$ cat src/rtl/vga_timing_ctrl_pkg.sv
// vga_timing_ctrl_pkg: shared VGA timing defaults, frame size and colour constants
// for the timing controller and the page renderers.
package vga_timing_ctrl_pkg;

    localparam int H_SYNC_DEF  = 96;
    localparam int H_BACK_DEF  = 40;
    localparam int H_LEFT_DEF  = 8;
    localparam int H_VALID_DEF = 640;
    localparam int H_TOTAL_DEF = 800;
    localparam int V_SYNC_DEF  = 2;
    localparam int V_BACK_DEF  = 25;
    localparam int V_TOP_DEF   = 8;
    localparam int V_VALID_DEF = 480;
    localparam int V_TOTAL_DEF = 525;

    localparam int VGA_WIDTH  = 640;
    localparam int VGA_HEIGHT = 480;

    localparam logic [15:0] WHITE = 16'hFFFF;
    localparam logic [15:0] BLACK = 16'h0000;

    function automatic logic in_range(input logic [9:0] val, input logic [9:0] lo,
                                      input logic [9:0] hi);
        return (val >= lo) && (val <= hi);
    endfunction

endpackage

$ cat src/rtl/vga_timing_ctrl.sv
// vga_timing_ctrl: VGA h/v counters with sync, pixel request and rgb gating.
// Define VGA_BORDER_EN to force a white frame on the outer active pixels.
module vga_timing_ctrl
    import vga_timing_ctrl_pkg::*;
#(
    parameter int H_SYNC  = H_SYNC_DEF,
    parameter int H_BACK  = H_BACK_DEF,
    parameter int H_LEFT  = H_LEFT_DEF,
    parameter int H_VALID = H_VALID_DEF,
    parameter int H_TOTAL = H_TOTAL_DEF,
    parameter int V_SYNC  = V_SYNC_DEF,
    parameter int V_BACK  = V_BACK_DEF,
    parameter int V_TOP   = V_TOP_DEF,
    parameter int V_VALID = V_VALID_DEF,
    parameter int V_TOTAL = V_TOTAL_DEF
) (
    input  logic        vga_clk,
    input  logic        sys_rst_n,
    input  logic [15:0] pix_data,
    output logic [9:0]  pix_x,
    output logic [9:0]  pix_y,
    output logic        hsync,
    output logic        vsync,
    output logic [15:0] rgb,
    output logic        frame_start
);

    localparam logic [9:0] H_LAST     = 10'(H_TOTAL - 1);
    localparam logic [9:0] V_LAST     = 10'(V_TOTAL - 1);
    localparam logic [9:0] H_SYNC_END = 10'(H_SYNC - 1);
    localparam logic [9:0] V_SYNC_END = 10'(V_SYNC - 1);
    localparam logic [9:0] HA         = 10'(H_SYNC + H_BACK + H_LEFT);
    localparam logic [9:0] HA_END     = 10'(H_SYNC + H_BACK + H_LEFT + H_VALID - 1);
    localparam logic [9:0] VA         = 10'(V_SYNC + V_BACK + V_TOP);
    localparam logic [9:0] VA_END     = 10'(V_SYNC + V_BACK + V_TOP + V_VALID - 1);
    // Requests lead the active region by one pixel to cover the renderer's latency.
    localparam logic [9:0] REQ_START  = 10'(H_SYNC + H_BACK + H_LEFT - 1);
    localparam logic [9:0] REQ_END    = 10'(H_SYNC + H_BACK + H_LEFT + H_VALID - 2);

    logic [9:0] cnt_h;
    logic [9:0] cnt_v;
    logic       h_last;
    logic       active;
    logic       req;

    assign h_last = (cnt_h == H_LAST);

    always_ff @(posedge vga_clk or negedge sys_rst_n) begin
        if (!sys_rst_n) begin
            cnt_h <= '0;
            cnt_v <= '0;
        end else begin
            cnt_h <= h_last ? '0 : cnt_h + 10'd1;
            if (h_last)
                cnt_v <= (cnt_v == V_LAST) ? '0 : cnt_v + 10'd1;
        end
    end

    assign active      = in_range(cnt_h, HA, HA_END) && in_range(cnt_v, VA, VA_END);
    assign req         = in_range(cnt_h, REQ_START, REQ_END) && in_range(cnt_v, VA, VA_END);
    assign hsync       = (cnt_h <= H_SYNC_END);
    assign vsync       = (cnt_v <= V_SYNC_END);
    assign frame_start = (cnt_h == '0) && (cnt_v == '0);
    assign pix_x       = req ? cnt_h - REQ_START : 10'h3FF;
    assign pix_y       = req ? cnt_v - VA : 10'h3FF;

`ifdef VGA_BORDER_EN
    logic border;
    assign border = (cnt_h == HA) || (cnt_h == HA_END) || (cnt_v == VA) || (cnt_v == VA_END);
    assign rgb    = !active ? BLACK : border ? WHITE : pix_data;
`else
    assign rgb    = active ? pix_data : BLACK;
`endif

endmodule

$ cat config.mk
export PLATFORM = sky130hd
export DESIGN_NAME = vga_timing_ctrl
export DESIGN_NICKNAME = d
export VERILOG_FILES = /design/src/rtl/vga_timing_ctrl_pkg.sv /design/src/rtl/vga_timing_ctrl.sv
export SDC_FILE = /design/constraint.sdc
export NUM_CORES = 1
export LEC_CHECK = 0
export ABC_AREA = 0
export CORE_UTILIZATION = 42
export CTS_CLUSTER_SIZE = 40
export DETAILED_ROUTE_END_ITERATION = 8
export PLACE_DENSITY_LB_ADDON = 0.1
export SLEW_MARGIN = 20
export SYNTH_ARGS = -nofsm -noshare
export SYNTH_HDL_FRONTEND = slang
export SYNTH_SLANG_ARGS = --single-unit
$ cat constraint.sdc
create_clock -name vga_clk -period 2.4 [get_ports vga_clk]
set_input_delay 0.48 -clock vga_clk [delete_from_list [all_inputs] [get_ports vga_clk]]
set_output_delay 0.48 -clock vga_clk [all_outputs]
set_load 0.1 [all_outputs]
==> impl_metrics.csv <==
group,metric,value,unit
sta,hold_viol_final,0,
run_status,violations,"setup timing",
yosys,synth_cell_types,45,
sta,rsz0062_at_grt,"true",
sta,finalCritPeriodShare,119,%
yosys,synth_area_leaders,"dfrtp_1, and2_1, xnor2_1",
run_status,status,"finished with violations",
pwr,power_frac_seq,52.9,%
place,place.gp.congestion,0.926,
critical_path,cp.arrival,2.38,ns
sta,drv_slew,0,
route,final_antenna_net_count,0,
route,vias_per_cell,5.66,
floorplanning,coreArea,0.00377,sq mm
critical_path,start_kind,"flop",
route,via_count,1901,
pwr,p_leak,1.42,nW
pwr,power_density,187,mW/mm^2
yosys,synth-seq-area-share,29.4,%
route,drt_iter0_drc,80,
sta,setup_violations,37,
pwr,p_sw,129,uW
job,drv_cap,0,
sta,finalCriticalPeriod,2.86,ns
floorplanning,start_util,45.1,%
critical_path,cp.required,1.92,ns
yosys,synthTopCellsByCount,"and2_1, dfrtp_1, xnor2_1",
clock_tree,numCtsBuffers,3,
sta,hold_slack,0.556,ns
final_layout,syn2layout_area_growth,100,%
sta,skew,0.00375,ns
floorplanning,dieArea,0.00431,sq mm
yosys,synth_nets,225,
global_routing,antenna_found_initial,0,
sta,max_slew.worst_pin.slew,0.593,ns
global_routing,grt_overflow_total,0,
yosys,ys.flop_type,"dfrtp_1",
floorplanning,chipHeight,65.6,microns
floorplanning,io_pins,57,
yosys,syn_inst,200,
clock_tree,cts_max_path_buffers,2,
clock_tree,hold_buffers,0,
critical_path,reg2reg_slack,0.18,ns
pwr,internal_power,508,uW
final_layout,final_nets,314,
final_layout,utilization,90.3,%
clock_tree,htreeDepth,1,
global_routing,grt_pass1_wl,9870,microns
route,totalWireLength,6080,microns
sta,slew-limit-headroom,60.2,%
route,wl_per_cell,18.1,microns
min_path,hp-class,"input pin to asynchronous set/reset pin",
final_layout,drive_gt1_share,48.6,%
floorplanning,num_rows,22,
sta,max_freq,0.349,GHz
clock_tree,clock-sinks,20,
yosys,netlist.area_leader.share,29.4,%
critical_path,critical_path.startpoint,"cnt_h[6]",
yosys,synth_area,0.00170,sq mm
final_layout,diodes,0,
yosys,synth_warnings,0,
clock_tree,cts_root_buf,"clkbuf_8",
pwr,finalPower,637,uW
pwr,pwr-share-comb,5.7,%
yosys,yosysTopAreaCell,"dfrtp_1",
sta,fin_ws,-0.464,ns
pwr,swShare,20.2,%
global_routing,track_usage,30.3,%
yosys,synth-async-reset-ratio,100,%
clock_tree,cts_tree,"yes",
place,port_buffers,56,
clock_tree,path_clk_slew,0.08,ns
pwr,peakVddDrop,272,uV
yosys,synth_area_per_cell,8.50,sq um
critical_path,r2r-start,"cnt_h[6]",
yosys,synth_edf_count,0,
yosys,synth_seq_cells,20,
pwr,p_clk_share,41.4,%
clock_tree,clk_latency,0.26,ns
critical_path,r2r-end,"cnt_v[9]",
global_routing,grt_pass1_vias,1942,
sta,finalSetupTns,-15.75,ns
critical_path,end_kind,"primary output",
place,place_hpwl,4210,microns
global_routing,grt_max_degree,21,
critical_path,critPathMaxFanout,6,
critical_path,reg2regPathDepth,6,
critical_path,path_class,"flop to primary output",
floorplanning,die_w,65.6,microns
route,route.detailed.drc,0,
place,dp_slack,-0.117,ns
route,first_pass_iters,4,
area by class of cell:
class	instances	area (sq um)
Clock buffer	4	55.1
Fill cell	138	367
Inverter	7	26.3
Multi-Input combinational cell	152	1380
Sequential cell	20	500
Tap cell	48	60.1
Timing Repair Buffer	105	1390
cell usage in the layout (no fill, tap or decap), types with 2 or more instances in the layout:
cell and instances:
o31ai_1 3, and2_1 4, a2111oi_4 2, nand2b_4 2, buf_4 43, o21a_1 3, nand2_2 2, nor3_1 6
and4_1 2, clkbuf_8 4, nand2_1 7, xor2_1 6, nor4_4 2, nand2_8 10, o21ai_0 7, ha_1 7
nand2_4 3, nor2_1 7, nand3_1 7, inv_1 7, or3_4 2, a21oi_1 3, clkdlybuf4s50_1 17, nand4_1 5
o211ai_1 3, o21ai_1 3, and3_1 4, dfrtp_1 20, and2_4 16, a31oi_1 2, xnor2_1 14, buf_12 44
kinds of logic (layout without fill, tap and decap cells):
group                    after synthesis  count (layout)  synth area share [%]
AND/OR/NAND/NOR                       90              90                  31.2
AO/OA/AOI/OAI                         34              34                  15.5
buffers and inverters                 28             116                  7.80
XOR/XNOR                              20              20                  10.3
flip-flops                            20              20                  29.4
adder cells (fa/ha/maj)                7               7                  5.15
multiplexers                           1               1                 0.662
worst max-delay path by stage:
stage	cells past startpoint	end	slack [ns]
global placement	7	pix_y[6]	-0.07
detailed placement	7	rgb[4]	-0.12
CTS	7	rgb[4]	-0.40
floorplan	6	pix_x[6]	-0.55
finish	7	pix_y[3]	-0.46
global route	7	pix_x[7]	-0.52
flip-flops by register name, indices dropped and copies added (netlist names):
name   count
cnt_h     10
cnt_v     10
power groups by stage:
stage / logic [mW] / registers, mW / clock network (mW)
floorplan: 0.000104 / 0.343 / 0
global placement: 0.0357 / 0.343 / 0
detailed placement: 0.0364 / 0.343 / 0
CTS: 0.0369 / 0.337 / 0.262
global route: 0.0395 / 0.337 / 0.280
finish: 0.0365 / 0.337 / 0.264
metrics by stage:
step | instance area (sq um) | instances
2_1_floorplan | 1930 | 200
3_3_place_gp | 3220 | 328
3_5_place_dp | 3220 | 328
4_1_cts | 3370 | 334
5_1_grt | 3400 | 336
6_report | 3400 | 336
what timing repair did:
| item | CTS | global route |
|---|---|---|
| gates cloned | 0 | 0 |
| pin swaps | 3 | 1 |
| endpoints found under the setup margin | 37 | 37 |
| gates resized for setup | 17 | 4 |
| buffers inserted | 2 | 2 |
layer usage:
metal	up-vias	global-route usage, %	wire, microns
met2	127	54.1	3170
li1	865	-	-
met5	-	0	0
met4	0	13.9	175
met1	895	34.3	2120
met3	14	5.90	608
critical path, stage by stage, from the launching register on:
cell	delay (ns)
dfrtp_1	0.40
or4_4	0.54
a32o_2	0.32
a2111oi_4	0.27
buf_6	0.21
buf_12	0.15
nand2_8	0.05
buf_12	0.18
(Power assumes the default switching activity.)
